File: config.mk
export PLATFORM = sky130hd
export DESIGN_NAME = button_pulser
export DESIGN_NICKNAME = d
export VERILOG_FILES = /design/src/rtl/button_pulser.sv
export SDC_FILE = /design/constraint.sdc
export NUM_CORES = 1
export LEC_CHECK = 0
export BUFFER_PORTS_ARGS = -buffer_cell sky130_fd_sc_hd__buf_2
export CAP_MARGIN = 20
export CORE_AREA = 4 4 63 87
export DETAILED_ROUTE_END_ITERATION = 16
export DIE_AREA = 0 0 67 91
export PLACE_DENSITY = 0.53
export SLEW_MARGIN = 10
export SYNTH_ARGS = -nofsm -noshare
export SYNTH_HDL_FRONTEND = slang
export SYNTH_SLANG_ARGS = --single-unit
File: constraint.sdc
create_clock -name clk -period 1.05 [get_ports clk]
set_input_delay 0.21 -clock clk [delete_from_list [all_inputs] [get_ports clk]]
set_output_delay 0.21 -clock clk [all_outputs]
set_load 0.01 [all_outputs]
File: src/rtl/button_pulser.sv
// Pushbutton conditioner: 2-flop sync, debounce, registered press pulses.
// Define BTN_REPEAT_EN to add auto-repeat pulses on buttons in REPEAT_MASK.
module button_pulser #(
  parameter int NUM_BTN       = 4,
  parameter int DB_CYCLES     = 16,
  parameter int REPEAT_DELAY  = 64,
  parameter int REPEAT_PERIOD = 16,
  parameter logic [NUM_BTN-1:0] REPEAT_MASK = 4'b0011
) (
  input  logic               clk,
  input  logic               rst,
  input  logic [NUM_BTN-1:0] btn_raw,
  input  logic               enable,
  output logic [NUM_BTN-1:0] btn_level,
  output logic [NUM_BTN-1:0] btn_pulse,
  output logic               any_pulse
);

  localparam int CW = $clog2(DB_CYCLES);
  localparam logic [CW-1:0] CNT_MAX = CW'(DB_CYCLES - 1);

  logic [NUM_BTN-1:0] sync1_q, sync2_q;
  logic [NUM_BTN-1:0] level_q, level_d;
  logic [NUM_BTN-1:0] pulse_q, pulse_d;
  logic [NUM_BTN-1:0] rise;
  logic [CW-1:0]      cnt_q [NUM_BTN];
  logic [CW-1:0]      cnt_d [NUM_BTN];

  always_comb begin
    level_d = level_q;
    for (int i = 0; i < NUM_BTN; i++) begin
      cnt_d[i] = '0;
      if (sync2_q[i] != level_q[i]) begin
        if (cnt_q[i] == CNT_MAX) begin
          level_d[i] = sync2_q[i];
        end else begin
          cnt_d[i] = cnt_q[i] + CW'(1);
        end
      end
    end
    rise = level_d & ~level_q;
  end

`ifdef BTN_REPEAT_EN
  localparam int RMAX = (REPEAT_DELAY > REPEAT_PERIOD) ? REPEAT_DELAY : REPEAT_PERIOD;
  localparam int RW   = (RMAX > 1) ? $clog2(RMAX) : 1;

  logic [RW-1:0]      rcnt_q [NUM_BTN];
  logic [RW-1:0]      rcnt_d [NUM_BTN];
  logic [NUM_BTN-1:0] ract_q, ract_d;
  logic [NUM_BTN-1:0] rep;

  // Repeat arms only on a fresh enabled press; any break disarms it.
  always_comb begin
    ract_d = ract_q;
    rep    = '0;
    for (int i = 0; i < NUM_BTN; i++) begin
      rcnt_d[i] = rcnt_q[i];
      if (!REPEAT_MASK[i] || !enable || !level_d[i]) begin
        ract_d[i] = 1'b0;
        rcnt_d[i] = '0;
      end else if (rise[i]) begin
        ract_d[i] = 1'b1;
        rcnt_d[i] = RW'(REPEAT_DELAY - 1);
      end else if (ract_q[i]) begin
        if (rcnt_q[i] == '0) begin
          rep[i]    = 1'b1;
          rcnt_d[i] = RW'(REPEAT_PERIOD - 1);
        end else begin
          rcnt_d[i] = rcnt_q[i] - RW'(1);
        end
      end
    end
  end

  always_ff @(posedge clk) begin
    if (rst) begin
      ract_q <= '0;
      for (int i = 0; i < NUM_BTN; i++) rcnt_q[i] <= '0;
    end else begin
      ract_q <= ract_d;
      for (int i = 0; i < NUM_BTN; i++) rcnt_q[i] <= rcnt_d[i];
    end
  end

  assign pulse_d = enable ? (rise | rep) : '0;
`else
  logic unused_rep;
  assign unused_rep = ^{REPEAT_MASK, REPEAT_DELAY[0], REPEAT_PERIOD[0]};

  assign pulse_d = enable ? rise : '0;
`endif

  always_ff @(posedge clk) begin
    if (rst) begin
      sync1_q <= '0;
      sync2_q <= '0;
      level_q <= '0;
      pulse_q <= '0;
      for (int i = 0; i < NUM_BTN; i++) cnt_q[i] <= '0;
    end else begin
      sync1_q <= btn_raw;
      sync2_q <= sync1_q;
      level_q <= level_d;
      pulse_q <= pulse_d;
      for (int i = 0; i < NUM_BTN; i++) cnt_q[i] <= cnt_d[i];
    end
  end

  assign btn_level = level_q;
  assign btn_pulse = pulse_q;
  assign any_pulse = |pulse_q;

endmodule

Yosys cells after proc, flatten, opt, wreduce, memory -nomap -nowiden
Memories as Yosys holds them, arrays and structs flattened.
Cells that the tools add are included.
- add/subtract/negate cells: 4
- eq/ne operators: 8
- mux-type cells: 23
- bitwise operators: 7
- reduce and logical (&&, ||, !) cells: 2
- operator list (operator ; count):
    4-bit 2-to-1 mux ; 12
    4-bit by 1-bit adder with 4-bit output, second input constant ; 4
    4-bit == test, second input constant ; 4
    1-bit 2-to-1 mux ; 11
    4-bit bitwise AND ; 1
    1-bit != test ; 4
    4-bit NOT ; 1
    1-bit OR ; 4
    4-bit OR reduction ; 1
    2-bit OR reduction ; 1
    1-bit NOT ; 1
- register bits: 16
- memory bits (writable): 16
- output and inout port bits: 9
- word-level logic and storage cells: 49
- memories kept: 1
- memories (memory ; words ; bits a word ; read ports ; clocked after memory_dff ; wr ports ; line ; RTL):
    cnt_q ; 4 ; 4 ; 4 ; 0 ; 4 ; 26 ; logic [CW-1:0] cnt_q [NUM_BTN];

Logic depth before layout (Yosys ltp)
Gate-level depths: netlist (run 1).
An unclocked memory read counts as a cell.
- word-level depth: 5
- gate-level depth with buffers: 4

Least setup slack after synthesis (run 1)
No wires, ideal clock.
- path type: register -> output
- from: register pulse_q[1] (netlist: btn_pulse[1])
- to: output any_pulse
- data arrival time: 0.891 ns
- data required time: 0.840 ns
- path slack: -0.051 ns
- stages on the path, launching flop included: 2
- path through: dfxtp_1 > or4_1
- word-level cells in the longest chain between the ends: 1
- ends and longest elaborated chain (element ; line ; RTL):
    start: declaration ; 24 ; logic [NUM_BTN-1:0] pulse_q, pulse_d;
    start signal: assignment ; 105 ; pulse_q <= pulse_d;
    4-bit OR reduction ; 112 ; assign any_pulse = |pulse_q;
    end: declaration ; 16 ; output logic any_pulse
Every way passes these cells.

Final worst setup path (run 1)
- from: register pulse_q[3] (netlist: btn_pulse[3])
- to: output any_pulse
Same word-level chain as after synthesis.

==> impl_metrics.ini, run 1 <==
[outcome]
status = finished with violations
violations = setup timing

[global_routing]
grt_pass1_wl_microns = 3410
grt_max_degree = 13
grt_usage_pct = 7.67
grt_pass1_vias = 794
grt_antenna_before_repair = 0
globalRouteOverflowTotal = 0

[setup_path]
cp.buffers_inverters = 1
path_delay_family = simple AND/OR/NAND/NOR gates
required_ns = 0.84
critical_path_class = flop to primary output
critPathCaptureType = primary output
slowest_delay_ns = 0.52
cp_cell_sequence = or4_4 > buf_6
worst_setup_path_start_kind = flop
worstPathMaxFanout = 2
crit_path_top_delay_cell = or4_4
worstPathArrival_ns = 1.24

[cells_and_area]
design_area_sq_um = 1530
layout_common_cells = dfxtp_1 (22), nor2_1 (16), buf_2 (14)
fin_nets = 142
mostFrequentLayoutCell = dfxtp_1
drive_above_1_share_pct = 39.4
antenna_cells = 0
syn_to_final_growth_pct = 34.4
n_fill_cell = 468

[placed_design]
placed_cell_area_sq_um = 1330
place_hpwl_microns = 1450
pre_cts_ws_ns = -0.119
gp_congestion = 0.700
portBuffers = 15

[die]
die-area_sq_um = 6100
num_rows = 29
die_w_microns = 67
core_sq_um = 4610
io_pins = 16
initial_core_util_pct = 24.8
die_y_microns = 91

[synth]
syn_inst = 105
synth_top_area_share_pct = 56.1
syn_avg_cell_area_sq_um = 10.9
seq_area_frac_synth_pct = 56.1
yosysTopAreaCell = dfxtp_1
syn_nets = 116
ys_warn_count = 0
yosysUniqueCellTypes = 17
netlist_area_sq_um = 1140
synth_area_leaders = dfxtp_1 (56%), xor2_1 (9.2%), nor2_1 (5.3%)
synth_seq_cells = 32

[power]
p_leak_uw = 0.000676
fin_total_pwr_uw = 2250
ir_drop_mv = 0.561
powerDensity_nw_per_um2 = 1470

[detailed_routing]
wl_per_cell_microns = 10.2
drt_wl_total_microns = 1980
vias_per_cell = 3.95
drtIter0Drc = 13
postRouteAntennaNets = 0
drt_pass1_iterations = 4
via_count = 767
drc = 0

[hold_path]
min_path_type = input port to flop

[clocking]
cts_tree = built
htreeDepth = 2
cts_buffers = 5
cts-hold-fix-buffers = 0
post-cts-setup-buffers = 0
cts_root_buf = clkbuf_8
cts.clk_slew.worst_paths_ns = 0.06
worstSkewPairLatency_ns = 0.28
cts.sinks = 32
clockBufferDepth = 2

[sta]
setup_slack_ns = -0.404
worst_pin_slew_ns = 0.206
setup_viol = 1
fin_crit_sh_pct = 139
hold_viol_final = 0
fmax_mhz = 688
finClkSkew_ns = 0.00612
slew_headroom_pct = 86.2
rsz0062_at_grt = true
fin_crit_ns = 1.45
slew_viol_final = 0

[job]
max_cap_violations = 0
where the power goes:
group / switching (uW) / leakage (uW) / total (uW) / internal (uW)
clock network: 406 / 0.0000455 / 940 / 533
logic: 32.6 / 0.000366 / 72.8 / 40.2
registers: 10.2 / 0.000265 / 1240 / 1230
total: 449 / 0.000676 / 2250 / 1800
per-stage QoR:
stage | cells | hold slack, ns | util [%] | TNS [ns]
after floorplan | 105 | 0.338 | - | -0.0163
after global placement | 186 | 0.418 | 28.9 | -0.118
after detailed placement | 186 | 0.422 | 28.9 | -0.229
after CTS | 194 | 0.130 | 31.8 | -0.416
after global routing | 194 | 0.136 | 33.3 | -0.450
final | 194 | 0.141 | 33.3 | -0.404
final timing paths:
kind / cells past startpoint / endpoint / slack, ns / from
min reg2reg: 1 / cnt_q[3][0] / 0.43 / cnt_q[3][0]
max reg2reg: 4 / cnt_q[1][2] / 0.03 / cnt_q[1][1]
max: 2 / any_pulse / -0.40 / btn_pulse[3]
min: 2 / sync1_q[3] / 0.14 / btn_raw[3]
synth_stat cells:
cell / n
and3b_1: 3
and3b_2: 1
buf_2: 2
dfxtp_1: 32
ha_1: 4
inv_1: 5
mux2i_1: 4
nand2b_4: 1
nand3_1: 8
nand3b_1: 4
nor2_1: 16
nor2b_1: 8
nor4_1: 1
nor4b_1: 2
nor4b_2: 1
or4_1: 1
xor2_1: 12
cell type report:
type / instances / area [sq um] / area share [%]
multi-input cells: 66 / 566 / 36.9
well taps: 62 / 77.6 / 5.06
flip-flops and latches: 32 / 656 / 42.7
repair buffers: 21 / 126 / 8.24
inverters: 5 / 18.8 / 1.22
clock buffers: 8 / 90.1 / 5.87
what timing repair did:
| action | CTS | global route |
|---|---|---|
| setup endpoints to repair | 13 | 17 |
| gates cloned | 0 | 0 |
| pin swaps | 1 | 8 |
| gates resized for setup | 12 | 15 |
registers in the layout, indices dropped and copies added (netlist names):
signal / count
btn_pulse: 4
sync2_q: 4
btn_level: 4
sync1_q: 4
cnt_q: 16
cells by family after synthesis:
kind of cell,count (synthesis),share of synthesized area (%)
AND/OR/NAND/NOR,46,24.2
flip-flops,32,56.1
XOR/XNOR,12,9.21
buffers and inverters,7,2.52
multiplexers,4,3.51
adder cells (fa/ha/maj),4,4.39
layer usage:
metal  global-route usage (%)  up-vias  part of all wire (%)
li1                         -      394                     -
met1                     7.25      349                    39
met2                     12.1       19                    49
met3                     4.69        5                   8.6
met4                     5.08        0                   2.9
met5                        0        -                     0
Power figures use the tool's default switching activity.
==> inputs of run 2 (changes only) <==
--- a/config.mk
+++ b/config.mk
@@ -5,11 +5,13 @@
 export SDC_FILE = /design/constraint.sdc
 export NUM_CORES = 1
 export LEC_CHECK = 0
+export ABC_CLOCK_PERIOD_IN_PS = 1050
 export BUFFER_PORTS_ARGS = -buffer_cell sky130_fd_sc_hd__buf_2
 export CAP_MARGIN = 20
-export CORE_AREA = 4 4 63 87
+export CORE_AREA = 4 4 66 83
 export DETAILED_ROUTE_END_ITERATION = 16
-export DIE_AREA = 0 0 67 91
+export DIE_AREA = 0 0 70 87
+export HOLD_SLACK_MARGIN = 0.06
 export PLACE_DENSITY = 0.53
 export SLEW_MARGIN = 10
 export SYNTH_ARGS = -nofsm -noshare
==> run 2 against run 1 <==
  * The flow still finishes with violations (setup timing)
  * Count of clock-buffer cells in the layout unchanged
  * Flip-flop and latch count unchanged
  * Register-to-register slack better by 0.02 ns
  * Wire length is 5.3% lower
  * Non-clock buffer count is 1 lower
  * Die area fell by 0.11%
  * Fmax about the same
  * Worst setup slack about the same
  * Critical path depth unchanged
  * Hold slack worse by 0.0017 ns
  * Utilization down 1.8 points
  * First-iteration DRC count grew to 3.2 times the previous value
  * Critical endpoint unchanged
  * Largest cell class unchanged
  * Largest power group unchanged
==> impl_metrics.ini, run 2 (same netlist as run 1, synthesis figures left out) <==
[outcome]
status = finished with violations
violations = setup timing

[clocking]
cts.sinks = 32
cts_tree = built
cts-hold-fix-buffers = 0
clockBufferDepth = 2
cts_buffers = 5
cts.clk_slew.worst_paths_ns = 0.06
cts_root_buf = clkbuf_8
htreeDepth = 2
worstSkewPairLatency_ns = 0.28

[setup_path]
required_ns = 0.84
slowest_delay_ns = 0.52
cp.buffers_inverters = 1
crit_path_top_delay_cell = or4_4
critPathCaptureType = primary output
crit_start = btn_pulse[3]
rr_worst_depth = 4
cp_cell_sequence = or4_4 > buf_6
r2r_setup_slack_ns = 0.05
worst_setup_path_start_kind = flop
path_delay_family = simple AND/OR/NAND/NOR gates
timing.rr.end = btn_level[2]
crit_end = any_pulse
worstPathMaxFanout = 2
critical_path_class = flop to primary output
worstPathArrival_ns = 1.24
cp.depth = 2
reg2reg_from = cnt_q[2][0]

[global_routing]
grt_pass1_vias = 719
grt_pass1_wl_microns = 2990
globalRouteOverflowTotal = 0
grt_max_degree = 21
grt_usage_pct = 6.70
grt_antenna_before_repair = 0

[cells_and_area]
largest_register_ffs = 16
design_area_sq_um = 1480
drive_above_1_share_pct = 35.9
top_register = cnt_q
fin_nets = 141
syn_to_final_growth_pct = 29.6
antenna_cells = 0
final-instance-count-excl-fill = 191
mostFrequentLayoutCell = dfxtp_1
layout_common_cells = dfxtp_1 (24), nor2_1 (16), buf_2 (14)

[sta]
setup_slack_ns = -0.404
tns_ns = -0.404
finClkSkew_ns = 0.00753
rsz0062_at_grt = true
hold_ws_ns = 0.139
setup_viol = 1
fmax_mhz = 688
hold_viol_final = 0
fin_crit_ns = 1.45
fin_crit_sh_pct = 139
worst_pin_slew_ns = 0.201
slew_viol_final = 0
slew_headroom_pct = 86.5

[die]
initial_core_util_pct = 24.3
core_sq_um = 4690
die_y_microns = 87
num_rows = 28
die-area_sq_um = 6090
io_pins = 16
die_w_microns = 70

[detailed_routing]
drc = 0
vias_per_cell = 3.97
drt_wl_total_microns = 1880
via_count = 758
drtIter0Drc = 41
postRouteAntennaNets = 0
drt_pass1_iterations = 3
wl_per_cell_microns = 9.83

[power]
ir_drop_mv = 0.699
p_leak_uw = 0.000672
fin_total_pwr_uw = 2250
powerDensity_nw_per_um2 = 1520

[hold_path]
min_path_type = input port to flop

[placed_design]
placed_cell_area_sq_um = 1320
portBuffers = 15
place_hpwl_microns = 1320
gp_congestion = 0.685
dp.cells = 183

[job]
max_cap_violations = 0
[run 2: what timing repair did]
item | in CTS | in global routing
setup endpoints to repair | 9 | 18
resized for setup | 8 | 10
buffers inserted | 0 | 0
pin swaps | 1 | 3
[run 2: worst min path at each step]
stage,from,to,slack [ns],depth (start not counted)
after floorplan,btn_raw[0],sync1_q[0],0.34,1
after global placement,sync1_q[0],sync2_q[0],0.42,1
after detailed placement,sync1_q[1],sync2_q[1],0.42,1
after CTS,btn_raw[0],sync1_q[0],0.13,2
after global routing,btn_raw[0],sync1_q[0],0.14,2
final,btn_raw[0],sync1_q[0],0.14,2
[run 2: final cells by class]
class                      instances  area, sq um
tap                               60         75.1
timing repair buffer              20          119
inverter                           5         18.8
multi-input combinational         66          526
fill                             499         3220
sequential                        32          651
clock buffer                       8         90.1
[run 2: metal layers]
metal | part of all wire [%] | wire length (microns) | track usage, % | vias to the layer above
met5 | 0 | 0 | 0 | -
met4 | 3.8 | 71 | 5.75 | 0
met3 | 8.9 | 167 | 4.16 | 6
met2 | 44 | 831 | 10.2 | 21
met1 | 43 | 807 | 6.31 | 339
li1 | - | - | - | 392
[run 2: report_power, final]
| part | total (uW) | internal, uW | switching, uW | leakage (uW) |
|---|---|---|---|---|
| registers | 1240 | 1230 | 10.2 | 0.000264 |
| clock network | 939 | 533 | 405 | 0.0000455 |
| logic | 67.6 | 37.2 | 30.5 | 0.000363 |
[run 2: metrics by stage]
| stage | worst slack, ns | util [%] |
|---|---|---|
| 3_3_place_gp | -0.109 | 28.2 |
| 3_5_place_dp | -0.111 | 28.2 |
| 4_1_cts | -0.416 | 30.7 |
| 5_1_grt | -0.437 | 31.5 |
| 6_report | -0.404 | 31.5 |
| 2_1_floorplan | -0.0163 | - |
